`src/rtl/reg_bank_arbiter_pkg.sv`:
```
// -----------------------------------------------------------------------------
// reg_bank_arbiter_pkg
// Purpose : shared definitions for the two-requester register-bank arbiter:
//           FSM state codes, requester ids, data width type and the default
//           grant timeout.
// Ports   : none (package)
// -----------------------------------------------------------------------------
package reg_bank_arbiter_pkg;

  // FSM state codes; also exported on the debug 'state' port.
  localparam logic [1:0] ST_IDLE  = 2'd0;
  localparam logic [1:0] ST_GRANT = 2'd1;
  localparam logic [1:0] ST_WRITE = 2'd2;
  localparam logic [1:0] ST_DONE  = 2'd3;

  // Requester ids. B is the bitwise complement of A, so "the other
  // requester" is simply ~id.
  localparam logic REQ_A = 1'b0;
  localparam logic REQ_B = 1'b1;

  // Number of GRANT cycles allowed before a missing confirm expires the grant.
  localparam int TIMEOUT_CYC_DEFAULT = 8;

  typedef logic [3:0] data_t;

endpackage

```
`src/rtl/reg_bank_arbiter_if.sv`:
```
// -----------------------------------------------------------------------------
// reg_bank_arbiter_if
// Purpose : requester-side handshake bundle between the two requesters (A and
//           B) and the arbiter.
// Signals : req_a/req_b       level requests, held until the matching ack
//           confirm_a/b       data-valid strobes, meaningful while granted
//           din_a/din_b       4-bit write data from each requester
//           gnt_a/gnt_b       grant outputs from the arbiter
//           ack_a/ack_b       write-complete outputs from the arbiter
// Modports: master - requester side (drives req/confirm/din)
//           slave  - arbiter side (drives gnt/ack)
// -----------------------------------------------------------------------------
interface reg_bank_arbiter_if;
  import reg_bank_arbiter_pkg::*;

  logic  req_a;
  logic  req_b;
  logic  confirm_a;
  logic  confirm_b;
  data_t din_a;
  data_t din_b;
  logic  gnt_a;
  logic  gnt_b;
  logic  ack_a;
  logic  ack_b;

  modport master (
    output req_a, req_b, confirm_a, confirm_b, din_a, din_b,
    input  gnt_a, gnt_b, ack_a, ack_b
  );

  modport slave (
    input  req_a, req_b, confirm_a, confirm_b, din_a, din_b,
    output gnt_a, gnt_b, ack_a, ack_b
  );

endinterface

```
`src/rtl/reg_bank_arbiter_rr_picker.sv`:
```
// -----------------------------------------------------------------------------
// rr_picker
// Purpose : combinational round-robin choice between two requesters.
// Ports   : req_a, req_b  (in)  current request levels
//           last          (in)  id of the requester that held the previous grant
//           any           (out) at least one request is present
//           pick          (out) id of the requester to grant (valid when any=1)
// -----------------------------------------------------------------------------
module rr_picker
  import reg_bank_arbiter_pkg::*;
(
  input  logic req_a,
  input  logic req_b,
  input  logic last,
  output logic any,
  output logic pick
);

  // A lone request wins outright; on a tie the requester that did not hold
  // the previous grant wins, which alternates service under contention.
  always_comb begin
    any  = req_a | req_b;
    pick = REQ_A;
    if (req_a && req_b) begin
      pick = ~last;
    end else if (req_b) begin
      pick = REQ_B;
    end
  end

endmodule

```
`src/rtl/reg_bank_arbiter.sv`:
```
// -----------------------------------------------------------------------------
// reg_bank_arbiter
// Purpose : arbitrates two requesters for write access to a pair of external
//           4-bit registers (A -> left register, B -> right register). A grant
//           waits for the owner's confirm, then produces a one-cycle write
//           enable followed by an ack held until the owner drops its request.
//           A grant not confirmed within TIMEOUT_CYC cycles expires.
// Params  : TIMEOUT_CYC  GRANT cycles allowed before confirm (legal 2..15)
// Ports   : clk          rising-edge clock
//           rst          asynchronous active-low reset
//           bus          requester handshake (slave modport)
//           we_left      one-cycle write enable for the left register
//           we_right     one-cycle write enable for the right register
//           dout         write data for both registers (last written value)
//           timeout      one-cycle pulse after a grant expires
//           state        current FSM state code (debug)
// -----------------------------------------------------------------------------
module reg_bank_arbiter
  import reg_bank_arbiter_pkg::*;
#(
  parameter int TIMEOUT_CYC = TIMEOUT_CYC_DEFAULT
) (
  input  logic                clk,
  input  logic                rst,
  reg_bank_arbiter_if.slave   bus,
  output logic                we_left,
  output logic                we_right,
  output data_t               dout,
  output logic                timeout,
  output logic [1:0]          state
);

  // Final timer value of a grant; the timer counts 0..TIMER_LAST in GRANT.
  localparam logic [3:0] TIMER_LAST = 4'(TIMEOUT_CYC - 1);

  logic [1:0] state_q, state_d;
  logic       owner_q, owner_d;
  logic       last_q, last_d;
  logic [3:0] timer_q, timer_d;
  data_t      data_q, data_d;
  logic       timeout_q, timeout_d;

  logic       any_req;
  logic       picked;
  logic       owner_req;
  logic       owner_confirm;
  data_t      owner_din;

  rr_picker u_rr_picker (
    .req_a (bus.req_a),
    .req_b (bus.req_b),
    .last  (last_q),
    .any   (any_req),
    .pick  (picked)
  );

  // Only the current owner's request, confirm and data matter once a grant
  // is issued; the other requester's confirm is never looked at.
  always_comb begin
    owner_req     = (owner_q == REQ_A) ? bus.req_a     : bus.req_b;
    owner_confirm = (owner_q == REQ_A) ? bus.confirm_a : bus.confirm_b;
    owner_din     = (owner_q == REQ_A) ? bus.din_a     : bus.din_b;
  end

  // Next-state logic. In GRANT, confirm outranks both abort and timeout;
  // an abort (owner drops its request) outranks the timeout so a withdrawn
  // request never raises a timeout pulse. Every exit from GRANT records the
  // owner as 'last' so the next tie goes to the other requester.
  always_comb begin
    state_d   = state_q;
    owner_d   = owner_q;
    last_d    = last_q;
    timer_d   = timer_q;
    data_d    = data_q;
    timeout_d = 1'b0;
    case (state_q)
      ST_IDLE: begin
        if (any_req) begin
          owner_d = picked;
          timer_d = '0;
          state_d = ST_GRANT;
        end
      end
      ST_GRANT: begin
        if (owner_confirm) begin
          data_d  = owner_din;
          last_d  = owner_q;
          timer_d = '0;
          state_d = ST_WRITE;
        end else if (!owner_req) begin
          last_d  = owner_q;
          timer_d = '0;
          state_d = ST_IDLE;
        end else if (timer_q == TIMER_LAST) begin
          last_d    = owner_q;
          timer_d   = '0;
          timeout_d = 1'b1;
          state_d   = ST_IDLE;
        end else begin
          timer_d = timer_q + 4'd1;
        end
      end
      ST_WRITE: begin
        state_d = ST_DONE;
      end
      ST_DONE: begin
        if (!owner_req) begin
          state_d = ST_IDLE;
        end
      end
      default: begin
        state_d = ST_IDLE;
      end
    endcase
  end

  // State registers. Reset leaves B as 'last' so A wins the first tie.
  always_ff @(posedge clk or negedge rst) begin
    if (!rst) begin
      state_q   <= ST_IDLE;
      owner_q   <= REQ_A;
      last_q    <= REQ_B;
      timer_q   <= '0;
      data_q    <= '0;
      timeout_q <= 1'b0;
    end else begin
      state_q   <= state_d;
      owner_q   <= owner_d;
      last_q    <= last_d;
      timer_q   <= timer_d;
      data_q    <= data_d;
      timeout_q <= timeout_d;
    end
  end

  // Moore outputs decoded purely from registered state. The data register
  // is loaded on the same edge that enters WRITE, so dout only changes
  // together with a write enable and otherwise shows the last written value.
  always_comb begin
    bus.gnt_a = (state_q == ST_GRANT) && (owner_q == REQ_A);
    bus.gnt_b = (state_q == ST_GRANT) && (owner_q == REQ_B);
    bus.ack_a = (state_q == ST_DONE)  && (owner_q == REQ_A);
    bus.ack_b = (state_q == ST_DONE)  && (owner_q == REQ_B);
    we_left   = (state_q == ST_WRITE) && (owner_q == REQ_A);
    we_right  = (state_q == ST_WRITE) && (owner_q == REQ_B);
    dout      = data_q;
    timeout   = timeout_q;
    state     = state_q;
  end

endmodule

```
`src/flat_wrapper.sv`:
```
// flat-port wrapper written by rule: the top's interface ports become plain ports
module reg_bank_arbiter_flat import reg_bank_arbiter_pkg::*;
#(
  parameter int TIMEOUT_CYC = TIMEOUT_CYC_DEFAULT
)
  (clk, rst, we_left, we_right, dout, timeout, state, bus_req_a, bus_req_b, bus_confirm_a, bus_confirm_b, bus_din_a, bus_din_b, bus_gnt_a, bus_gnt_b, bus_ack_a, bus_ack_b);
  reg_bank_arbiter_if bus_i ();
  input  logic clk;
  input  logic rst;
  output logic we_left;
  output logic we_right;
  output data_t dout;
  output logic timeout;
  output logic [1:0] state;
  input wire logic [$bits(bus_i.req_a)-1:0] bus_req_a;
  input wire logic [$bits(bus_i.req_b)-1:0] bus_req_b;
  input wire logic [$bits(bus_i.confirm_a)-1:0] bus_confirm_a;
  input wire logic [$bits(bus_i.confirm_b)-1:0] bus_confirm_b;
  input wire logic [$bits(bus_i.din_a)-1:0] bus_din_a;
  input wire logic [$bits(bus_i.din_b)-1:0] bus_din_b;
  output wire logic [$bits(bus_i.gnt_a)-1:0] bus_gnt_a;
  output wire logic [$bits(bus_i.gnt_b)-1:0] bus_gnt_b;
  output wire logic [$bits(bus_i.ack_a)-1:0] bus_ack_a;
  output wire logic [$bits(bus_i.ack_b)-1:0] bus_ack_b;
  assign bus_i.req_a = bus_req_a;
  assign bus_i.req_b = bus_req_b;
  assign bus_i.confirm_a = bus_confirm_a;
  assign bus_i.confirm_b = bus_confirm_b;
  assign bus_i.din_a = bus_din_a;
  assign bus_i.din_b = bus_din_b;
  assign bus_gnt_a = bus_i.gnt_a;
  assign bus_gnt_b = bus_i.gnt_b;
  assign bus_ack_a = bus_i.ack_a;
  assign bus_ack_b = bus_i.ack_b;
  reg_bank_arbiter #(.TIMEOUT_CYC(TIMEOUT_CYC)) u_core (.clk(clk), .rst(rst), .bus(bus_i), .we_left(we_left), .we_right(we_right), .dout(dout), .timeout(timeout), .state(state));
endmodule
```
`config.mk`:
```
export PLATFORM = sky130hd
export DESIGN_NAME = reg_bank_arbiter_flat
export DESIGN_NICKNAME = d
export VERILOG_FILES = /design/src/rtl/reg_bank_arbiter_pkg.sv /design/src/rtl/reg_bank_arbiter_if.sv /design/src/rtl/reg_bank_arbiter_rr_picker.sv /design/src/rtl/reg_bank_arbiter.sv /design/src/flat_wrapper.sv
export SDC_FILE = /design/constraint.sdc
export NUM_CORES = 1
export LEC_CHECK = 0
export ABC_AREA = 1
export CAP_MARGIN = 25
export CORE_MARGIN = 2
export CORE_UTILIZATION = 43
export CTS_CLUSTER_SIZE = 16
export DETAILED_ROUTE_END_ITERATION = 16
export GPL_TIMING_DRIVEN = 1
export PLACE_DENSITY = 0.77
export SYNTH_ARGS = -nofsm -noshare
export SYNTH_HDL_FRONTEND = slang
export SYNTH_HIERARCHICAL = 1
export SYNTH_SLANG_ARGS = --single-unit
```
`constraint.sdc`:
```
create_clock -name clk -period 1.6 [get_ports clk]
set_input_delay 0.32 -clock clk [delete_from_list [all_inputs] [get_ports clk]]
set_output_delay 0.32 -clock clk [all_outputs]
set_load 0.005 [all_outputs]
```
Yosys cells after proc, flatten, opt, wreduce, memory -nomap -nowiden
Cells that the tools add are included.

Register bits: 13. Bits in latches: 0. Bits in writable memories: 0. Bits in read-only memories: 0. Input port bits: 14. Output and inout bits: 13. Logic and storage cells: 55. Memories: 0.

Add/sub/neg operators: 1. $mul: 0. Div/mod/pow operators: 0. $lt $le $gt $ge: 0. Equality and inequality tests: 8. Shifts and indexed selects: 0. Muxes and demuxes: 23. Bitwise gates (word level): 3. Reduce and logical (&&, ||, !) cells: 14.

Operators by type and width (count): 4-bit 2-to-1 mux (5); 1-bit 2-to-1 mux (11); 2-bit 2-to-1 mux (5); 2-bit case mux with 4 select lines (1); 4-bit case mux with 2 select lines (1); 2-bit AND reduction (4); 1-bit logical AND (7); 4-bit by 1-bit adder with 4-bit output, second input constant (1); 2-bit == test, second input constant (2); 4-bit by 3-bit == test with 1-bit output, second input constant (1); 4-bit != test, second input constant (1); 3-bit != test, second input constant (1); 3-bit AND reduction (1); 2-bit by 1-bit == test with 1-bit output, second input constant (1); 2-bit zero test (1); 2-bit by 1-bit != test with 1-bit output, second input constant (1); 2-bit != test, second input constant (1); 1-bit NOT (2); 2-bit nonzero test (1); 1-bit bitwise OR (1).

Logic depth before layout (Yosys ltp)
Gate-level depths: netlist (run 1).

Word-level depth: 5. Depth in mapped cells: 8. Mapped depth without buffers: 8.

Modules after synthesis
The synthesis (run 1) kept the hierarchy.

By module, submodules not included: reg_bank_arbiter (times used 1, cells an instance 93, area an instance 738.2 µm², sequential area each 326.6 µm²); rr_picker (times used 1, cells an instance 3, area an instance 15.0 µm², sequential area each 0.0 µm²).

Worst setup path after synthesis (run 1)
No wires, ideal clock.

Path type: register -> register. Start point: register u_core.timer_q[0]. End point: register u_core.state_q[0] (netlist: u_core/state[0]). Setup time: 118 ps. Arrival time: 1118 ps. Required time: 1482 ps. Path slack: 364 ps. Stages on the path, launching flop included: 8. Period minus slack after synthesis: 1236 ps. Cell sequence: dfrtp_1 ha_1 nand2_1 nor2_1 nor2_4 nand2_2 nand3_1 and2b_1.

Word-level cells in the longest chain between the ends: 3.

Ends and longest elaborated chain: start: declaration (line reg_bank_arbiter.sv:39) `logic [3:0] timer_q, timer_d;`; start signal: assignment (line reg_bank_arbiter.sv:130) `timer_q <= timer_d;`; 4-bit by 3-bit == test with 1-bit output (line reg_bank_arbiter.sv:94) `end else if (timer_q == TIMER_LAST) begin`; 4-bit != test (no line); 3-bit AND reduction (no line); end signal: assignment (line reg_bank_arbiter.sv:127) `state_q <= state_d;`; end: declaration (line reg_bank_arbiter.sv:36) `logic [1:0] state_q, state_d;`.

Every way passes these cells. A chain may end at the register's enable or synchronous reset.

Final worst setup path (run 1)
Start point: register u_core.owner_q. End point: output port we_right.

Word-level cells in the longest chain between the ends: 1.

Ends and longest elaborated chain: start: declaration (line reg_bank_arbiter.sv:37) `logic owner_q, owner_d;`; start signal: assignment (line reg_bank_arbiter.sv:128) `owner_q <= owner_d;`; 1-bit logical AND (line reg_bank_arbiter.sv:145) `we_right = (state_q == ST_WRITE) && (owner_q == REQ_B);`; end: declaration (line flat_wrapper.sv:11) `output logic we_right;`.

Every way passes these cells.

==> results.md, run 1 <==
* Result of the run: completed
* Hold buffer count at CTS at 0
* Most used cells in the layout excluding fill and tap cells: 27 x nand2_1, 18 x clkdlybuf4s50_1, 13 x buf_4, 12 x nor2_1, 11 x dfrtp_1
* Family with the most delay on the worst path: buffers and inverters
* Slew Limit Fails at 0
* DIE HEIGHT at 45.9 um
* GRT Total Usage at 19.5%
* CTS root buffer: clkbuf_4
* Flip-flop and latch count after synthesis at 13
* Hold violation count in the final report at 0
* Number of antenna violations at the first check in global routing at 0
* Slew Limit Headroom at 83.6%
* Summed negative setup slack over all endpoints at 0 ns
* Area of all sequential standard cells at 328 um^2
* Number of vias per cell at 4.94
* Critical path startpoint category: flop
* Antenna-violating nets left at 0
* Unrepaired setup endpoints after global routing: yes
* Post-layout worst setup margin at 0.0466 ns
* Worst Reg-to-Reg Cells at 9
* Ports at 27
* Row cnt at 15
* Fraction of layout instances using a drive strength above 1 at 23.2%
* Top achievable clock speed at 644 MHz
* Clock insertion delay at the later pin of the skew report at 0.27 ns
* Share of the yosys chip area belonging to registers at 43.4%
* Average routed wire per standard cell at 11.8 um
* Shortest clock period the worst path allows after layout at about 1.6 ns
* Largest net degree at the start of global routing at 14
* Max VDD drop at between 0.8 and 0.9 mV
* Die ar. at around 0.0021 mm^2
* CP startpoint: u_core/owner_q$_DFFE_PN0P_
* Crit path kind: flop to output port
* CP Buf/Inv Count at 3
* Max-cap violation count at 0
* Number of cells produced by synthesis at 96
* Most common cell after layout, fill and taps aside: nand2_1
* Startpoint of the worst-slack reg-to-reg timing path: u_core/owner_q$_DFFE_PN0P_
* FF-to-FF setup slack at 0.13 ns
* CP max-delay cell: dfrtp_1
* Leakage power at 0.588 nW
* Starting Density at 44.6%
* Critical path cell sequence: buf_4 -> inv_2 -> nor3_1 -> dlygate4sd2_1
* Total overflow reported by the global router at 0
* Number of iterations in the first detailed-routing pass at 4
* Power per Cell Area at 1720 mW/mm^2
* Endpoint of the lowest-slack register-to-register path: u_core/dout[3]$_DFFE_PN0P_
* Synthesized Nets at roughly 110
* Width of the die at 45.9 um
* Iteration-0 DRC count of the detailed router at 16
* Class of the tightest hold or removal check: primary input to async pin
* Met2 layer wire length in the routed design at 899 um
* Setup violations, final at 0
* Clock buffer count from CTS at 3
* Final Skew at 0.00228 ns
* Core ar. at 0.00169 mm^2
* Number of input and output port buffers inserted at 26
* Transition time at the pin with the least slew margin at about 0.25 ns
* CTS clock-pin slew for the worst setup and hold paths at 0.08 ns
* Largest incremental delay on the critical path at 0.37 ns
* Synth unique cells at 24
* Routed length on met1 at 820 um
* Buffer levels on the longest clock path at 2
* First-pass GRT wire length at 2.94 mm
* Area overhead of the layout relative to synthesis at 51.5%
* Type of destination of the critical path: output port
* Final weighted congestion in routability-driven placement at 0.815
* Mapped cell area at 753 um^2
* TritonCTS clock tree: yes
* Detail Placement HPWL at 1.30 mm
* Total Routed Length at 1.82 mm
* Warnings from Yosys at 6
* Post-placement setup slack at 0.0274 ns
* Net count of the finished layout at 154
* Uppermost metal layer occupied by signal nets: met4
* Area of the multi-input gates at 368 um^2
* Pwr Total at 1.97 mW
* DRC at 0
* Post-route clock period utilization at a little over nine tenths
* Detailed route wirelength on metal3 at approximately 100 um
* Count of clock tree sinks at 13
* Number of antenna repair diodes at 0
* Number of global-route vias before repair at 682
* Max H-tree Level at 1
* Crit path required time at roughly 1.3 ns
* Arrival time of data at the critical path endpoint at 1.23 ns
* Vias at 765
* CP Max Fanout at 5
* Average cell area after synthesis at 7.85 um^2
* Fillcell total at 147
cell usage after synthesis (all sizes together):
cell	n	share of area, %
dfrtp	12	40
and2b	1	1.0
ha	1	1.7
nand2	28	14
o21ai	4	2.7
nand3	8	5.3
or2	1	0.83
a31oi	4	3.3
inv	11	6.1
buf	2	1.7
xnor2	1	1.2
nor3	2	1.3
nor2	16	14
dfstp	1	3.5
a21oi	3	2.5
xor2	1	1.2
through the flow:
step	std cells	util, %	hold slack [ns]	instance area [um^2]
global placement	144	63.6	0.479	1070
detailed placement	144	63.6	0.484	1070
floorplan	96	-	0.0244	753
finish	155	67.6	0.356	1140
CTS	155	67.6	0.356	1140
global route	155	67.6	0.382	1140
area by class of cell:
type,count,share of cell area (%)
Inverter,11,4.06
Timing Repair Buffer,40,30.8
Clock buffer,4,2.30
Tap cell,17,1.86
Multi-Input combinational cell,70,32.2
Sequential cell,13,28.7
flip-flops by register name, indices dropped and copies added, names as in the netlist, named ones only:
register	cells
u_core/state	1
u_core/last_q	1
u_core/timeout	1
u_core/dout	4
u_core/owner_q	1
u_core/timer_q	4
metal layers:
metal | vias to the layer above | track usage, %
met1 | 352 | 24.4
li1 | 391 | -
met4 | 0 | 5.14
met5 | - | 0
met3 | 2 | 3.57
met2 | 20 | 33.9
logic make-up (layout without fill, tap and decap cells):
logic type	after synthesis	after routing	share of synthesized area [%]
fa+ha+maj	1	1	1.66
compound gates	11	11	8.47
flops	13	13	43.4
xor+xnor	2	2	2.33
buf+inv	13	55	7.81
simple gates	56	56	36.4
power by group:
part | switching (mW) | internal [mW]
sequential | 0.0736 | 0.461
combinational | 0.619 | 0.611
clock | 0.106 | 0.0965
total | 0.799 | 1.17
what timing repair did:
item | CTS | global route
buffers inserted | 7 | 0
gates resized for setup | 17 | 3
setup endpoints to repair | 7 | 4
worst max-delay path by stage:
stage                                       end  slack [ns]  depth (start not counted)
detailed placement                    bus_gnt_a        0.03                          5
finish                                 we_right        0.05                          4
global placement                      bus_gnt_b        0.05                          4
floorplan           u_core/state[0]$_DFFE_PN0P_        0.36                          7
CTS                                   bus_gnt_b       -0.01                          5
global route                           we_right       -0.02                          3
No activity file was read; power rests on OpenSTA's default activity.
==> inputs of run 2 (changes only) <==
- CORE_UTILIZATION: 43 -> 39
- PLACE_DENSITY: 0.77 -> 0.74
- clock period: 1.6 -> 1.35 ns (I/O delays scaled with it)
==> results.md, run 2 (synthesis results as in run 1) <==
* Result of the run: complete, but fails checks
* Failing checks: negative setup slack
* Slew Limit Fails at 0
* Fraction of layout instances using a drive strength above 1 at about two fifths
* Number of antenna violations at the first check in global routing at 0
* CP max-delay cell: dfrtp_1
* Power per Cell Area at 2140 mW/mm^2
* Post-route clock period utilization at 107%
* DRC at 0
* Slew Limit Headroom at 88.3%
* Leakage power at 0.645 nW
* Buffer levels on the longest clock path at 2
* Clock insertion delay at the later pin of the skew report at 0.27 ns
* Ports at 27
* Max VDD drop at 1.49 mV
* First-pass GRT wire length at between 2 and 3 mm
* Core ar. at around 0.0018 mm^2
* Largest net degree at the start of global routing at 14
* Die ar. at 0.00230 mm^2
* Most common cell after layout, fill and taps aside: nand2_1
* CP Buf/Inv Count at 4
* Family with the most delay on the worst path: flip-flops
* Width of the die at 47.9 um
* Number of antenna repair diodes at 0
* Largest incremental delay on the critical path at 0.37 ns
* Total Routed Length at between 2 and 2.5 mm
* Count of clock tree sinks at 13
* Type of destination of the critical path: output port
* CTS root buffer: clkbuf_4
* Net switching power at 1.16 mW
* Number of vias per cell at 4.59
* Starting Density at 42.7%
* Net count of the finished layout at 165
* Post-route insts no fill at 174
* Unrepaired setup endpoints after global routing: yes
* Fillcell total at 147
* Clock power share at 8.9%
* DIE HEIGHT at 47.9 um
* Number of placed cells counting well taps at 158
* TritonCTS clock tree: yes
* Power share of the combinational group at 68.0%
* Number of input and output port buffers inserted at 26
* Power share of the sequential group at around 23%
* Max-cap violation count at 0
* Most used cells in the layout excluding fill and tap cells: 25 x nand2_1, 18 x buf_4, 13 x clkdlybuf4s50_1, 11 x dfrtp_1, 8 x nor2_1
* CTS clock-pin slew for the worst setup and hold paths at roughly 0.090 ns
* Number of global-route vias before repair at 675
* Transition time at the pin with the least slew margin at 0.176 ns
* Util after Layout at 73.0%
* Total overflow reported by the global router at 0
* Iteration-0 DRC count of the detailed router at 20
* Hold violation count in the final report at 0
* Final Skew at 0.00557 ns
* Area overhead of the layout relative to synthesis at 71.1%
* Crit path required time at 1.08 ns
* Vias at between 700 and 800
* Average routed wire per standard cell at 12.0 um
* Detail Placement HPWL at between 1 and 1.5 mm
* Class of the tightest hold or removal check: primary input to async pin
* Arrival time of data at the critical path endpoint at 1.17 ns
* Switching part of the total power at 41.9%
* Post-layout worst setup margin at -0.0878 ns
* Clock buffer count from CTS at 3
* Max H-tree Level at 1
* Antenna-violating nets left at 0
* Top achievable clock speed at 696 MHz
* Setup violations, final at 6
* Final weighted congestion in routability-driven placement at 0.759
* GRT Total Usage at 18.1%
* Critical path cell sequence: buf_6 -> inv_4 -> nor2_8 -> inv_6 -> nor2_2 -> buf_2
* Number of iterations in the first detailed-routing pass at 4
* Critical path startpoint category: flop
* Internal power of the cells at 1.60 mW
* Shortest clock period the worst path allows after layout at 1.44 ns
* Row cnt at 15
* CP Max Fanout at 5
* Crit path kind: flop to output port
run 2: final timing paths:
| kind | to | slack [ns] | cells after the start | startpoint |
|---|---|---|---|---|
| worst max register to register | u_core/state[0]$_DFFE_PN0P_ | -0.04 | 9 | u_core/state[0]$_DFFE_PN0P_ |
| worst min-delay path | u_core/dout[3]$_DFFE_PN0P_ | 0.29 | 2 | rst |
| worst min register to register | u_core/last_q$_DFFE_PN1P_ | 0.48 | 2 | u_core/last_q$_DFFE_PN1P_ |
| max in group asynchronous | u_core/last_q$_DFFE_PN1P_ | 0.82 | 2 | rst |
| worst max-delay path | bus_gnt_a | -0.09 | 6 | u_core/state[0]$_DFFE_PN0P_ |
| min in group clk | u_core/last_q$_DFFE_PN1P_ | 0.48 | 2 | u_core/last_q$_DFFE_PN1P_ |
run 2: through the flow:
stage | TNS [ns] | setup WS [ns] | power, mW | cell area (um^2) | hold slack (ns)
after CTS | -0.532 | -0.133 | 2.52 | 1220 | 0.295
after global placement | -1.81 | -0.156 | 2.08 | 1130 | 0.475
after floorplan | 0 | 0.114 | 1.39 | 753 | -0.0256
after detailed placement | -2.11 | -0.185 | 2.10 | 1130 | 0.488
final | -0.263 | -0.0878 | 2.76 | 1290 | 0.291
after global routing | -0.826 | -0.138 | 2.95 | 1290 | 0.302
run 2: area by class of cell:
| cell class | instances | area [um^2] | share of cell area, % |
|---|---|---|---|
| Multi-Input combinational cell | 71 | 428 | 33.2 |
| Timing Repair Buffer | 50 | 427 | 33.1 |
| Sequential cell | 13 | 328 | 25.4 |
| Inverter | 11 | 48.8 | 3.79 |
| Tap cell | 25 | 31.3 | 2.43 |
| Clock buffer | 4 | 26.3 | 2.04 |
run 2: repair_timing:
item | 4_1_cts | 5_1_grt
setup buffers | 7 | 4
pin swaps | 4 | 7
setup endpoints to repair | 20 | 18
gates resized for setup | 37 | 21
hold buffers | 0 | 0
gates cloned | 1 | 0
run 2: worst reg2reg max path: stages, from the launching register on:
cell and delay, ns:
dfrtp_1 0.37, buf_6 0.13, inv_4 0.05, buf_4 0.12
buf_4 0.13, nand2_1 0.06, nor2_1 0.06, a21oi_2 0.12
nand3_2 0.09, and2b_1 0.17
run 2: per-layer routing:
layer  up-vias  wire length [um]  track usage (%)
li1        413                 -                -
met4         0                12             4.86
met1       367               927             24.4
met5         -                 0                0
met3         2               108             3.02
met2        17              1040             29.9
run 2: power groups by stage:
stage / clock [mW] / combinational, mW / sequential (mW)
3_5_place_dp: 0 / 1.43 / 0.676
6_report: 0.246 / 1.88 / 0.637
5_1_grt: 0.277 / 2.02 / 0.653
2_1_floorplan: 0 / 0.722 / 0.668
3_3_place_gp: 0 / 1.41 / 0.669
4_1_cts: 0.252 / 1.64 / 0.626
==> inputs of run 3 (changes only) <==
- PLACE_DENSITY: 0.74 -> 0.76
==> results.md, run 3 (synthesis results as in run 1) <==
* Most used cells in the layout excluding fill and tap cells: 22 x buf_4, 17 x nand2_1, 13 x clkdlybuf4s50_1, 11 x buf_6, 10 x dfrtp_1
* CP Buf/Inv Count at 3
* FF-to-FF setup slack at -0.12 ns
* First-pass GRT wire length at between 3 and 4 mm
* Starting Density at 42.7%
* Slew Limit Fails at 0
* Result of the run: complete, but fails checks
* Count of clock tree sinks at 13
* Die ar. at 0.00230 mm^2
* Power share of the combinational group at 72.3%
* Post-layout worst setup margin at -0.125 ns
* Startpoint of the worst-slack reg-to-reg timing path: u_core/owner_q$_DFFE_PN0P_
* Class of the tightest hold or removal check: primary input to async pin
* Number of input and output port buffers inserted at 26
* Iteration-0 DRC count of the detailed router at 9
* Slew Limit Headroom at between 70% and 80%
* Row cnt at 15
* CTS root buffer: clkbuf_4
* Cell seen most often among critical-path stages: buf_6
* Clock power share at 7.6%
* Summed negative setup slack over all endpoints at -0.804 ns
* Clock buffer count from CTS at 3
* Setup violations, final at 11
* Critical path cell sequence: buf_6 -> nor2_8 -> inv_6 -> nor2_4 -> buf_6
* Number of global-route vias before repair at 845
* Max H-tree Level at 1
* GRT Total Usage at between 20% and 30%
* Worst Reg-to-Reg Cells at 10
* Largest net degree at the start of global routing at 9
* Switching part of the total power at a little over two fifths
* Shortest clock period the worst path allows after layout at 1.47 ns
* Detail Placement HPWL at 1.56 mm
* Type of destination of the critical path: output port
* Area overhead of the layout relative to synthesis at 90.9%
* Crit path kind: flop to output port
* Most common cell after layout, fill and taps aside: buf_4
* Fraction of layout instances using a drive strength above 1 at 50.6%
* Leakage power at 0.715 nW
* Crit path required time at ~1.1 ns
* DRC at 0
* CP Max Fanout at 4
* Antenna-violating nets left at 0
* Number of vias per cell at between 5 and 6
* CTS clock-pin slew for the worst setup and hold paths at approximately 0.08 ns
* Post-placement setup slack at -0.231 ns
* Average routed wire per standard cell at 15.3 um
* Family with the most delay on the worst path: flip-flops
* Pwr Total at 3.24 mW
* Vias at a little over 900
* Post-route clock period utilization at 109%
* Largest incremental delay on the critical path at 0.41 ns
* Net count of the finished layout at about 170
* Endpoint of the lowest-slack register-to-register path: u_core/timer_q[1]$_DFFE_PN0P_
* Top achievable clock speed at just under 700 MHz
* Number of antenna violations at the first check in global routing at 0
* Net switching power at 1.41 mW
* Worst-case hold slack at 0.281 ns
* Transition time at the pin with the least slew margin at 0.413 ns
* Critical path startpoint category: flop
* TritonCTS clock tree: yes
* Number of antenna repair diodes at 0
* Total overflow reported by the global router at 0
* Ports at 27
* Number of iterations in the first detailed-routing pass at 4
* Arrival time of data at the critical path endpoint at 1.20 ns
* Buffer levels on the longest clock path at 2
* Width of the die at around 48 um
* Failing checks: negative setup slack
* Total Routed Length at 2.78 mm
* Internal power of the cells at approximately 1.8 mW
* Power share of the sequential group at 20.1%
* Core ar. at around 0.0018 mm^2
* Unrepaired setup endpoints after global routing: yes
* Power per Cell Area at 2260 mW/mm^2
* Hold buffer count at CTS at 0
* Max-cap violation count at 0
* Hold violation count in the final report at 0
* CP max-delay cell: dfrtp_2
* Clock insertion delay at the later pin of the skew report at 0.28 ns
* Final weighted congestion in routability-driven placement at approximately 0.76
* Max VDD drop at 1.14 mV
* DIE HEIGHT at approximately 48 um
* Final Skew at approximately 0.0040 ns
## run 3: changes by cell type in the layout (fill, tap and decap cells not counted), moves of 2 or more
cell             before  now
nand2_4               1    5
o21ai_1               3    1
nor2_4                4    6
buf_6                 6   11
nand2_1              25   17
buf_4                18   22
nand2_2               2    6
inv_6                 1    3
o21ai_2               1    3
clkdlybuf4s15_1       2    0
inv_2                 3    1
## run 3: timing repair
action                                  in CTS  in global routing
cloned                                       1                  0
resized for setup                           67                 26
setup buffers                               16                  3
pin swaps                                   12                  5
endpoints found under the setup margin      24                 20
## run 3: worst max path at each step
stage / to / slack [ns] / depth (start not counted)
3_3_place_gp: bus_gnt_b / -0.21 / 4
6_report: bus_gnt_a / -0.12 / 5
2_1_floorplan: u_core/state[0]$_DFFE_PN0P_ / 0.11 / 7
3_5_place_dp: we_right / -0.23 / 3
4_1_cts: bus_gnt_a / -0.13 / 6
5_1_grt: u_core/last_q$_DFFE_PN1P_ / -0.18 / 10
## run 3: metal layers
layer	GRT usage [%]	routed length (um)
met1	27.1	1060
met2	46.7	1510
met3	3.40	155
met4	8.11	51
met5	0	0
## run 3: metrics by stage
step	util, %	instances	instance area [um^2]
after detailed placement	64.5	159	1140
after global placement	64.5	159	1140
after CTS	75.9	178	1340
final	81.5	181	1440
after global routing	81.5	181	1440
after floorplan	-	96	753
## run 3: worst register-to-register path, delay by kind of cell (launching register included)
family | cells | cell delay (ns)
and+or+nand+nor | 5 | 0.40
DFF | 1 | 0.41
buffers and inverters | 5 | 0.60
## run 3: layout make-up
cell class                      count  area (um^2)
Fill cell                         120          327
Clock buffer                        4         26.3
Sequential cell                    13          329
Inverter                           11         63.8
Tap cell                           25         31.3
Timing Repair Buffer               57          493
Multi-Input combinational cell     71          494
## run 3: power by group through the flow
| stage | sequential (mW) | combinational [mW] | clock [mW] |
|---|---|---|---|
| floorplan | 0.668 | 0.722 | 0 |
| global placement | 0.669 | 1.42 | 0 |
| detailed placement | 0.684 | 1.45 | 0 |
| CTS | 0.635 | 1.98 | 0.258 |
| global route | 0.665 | 2.50 | 0.269 |
| finish | 0.652 | 2.34 | 0.247 |
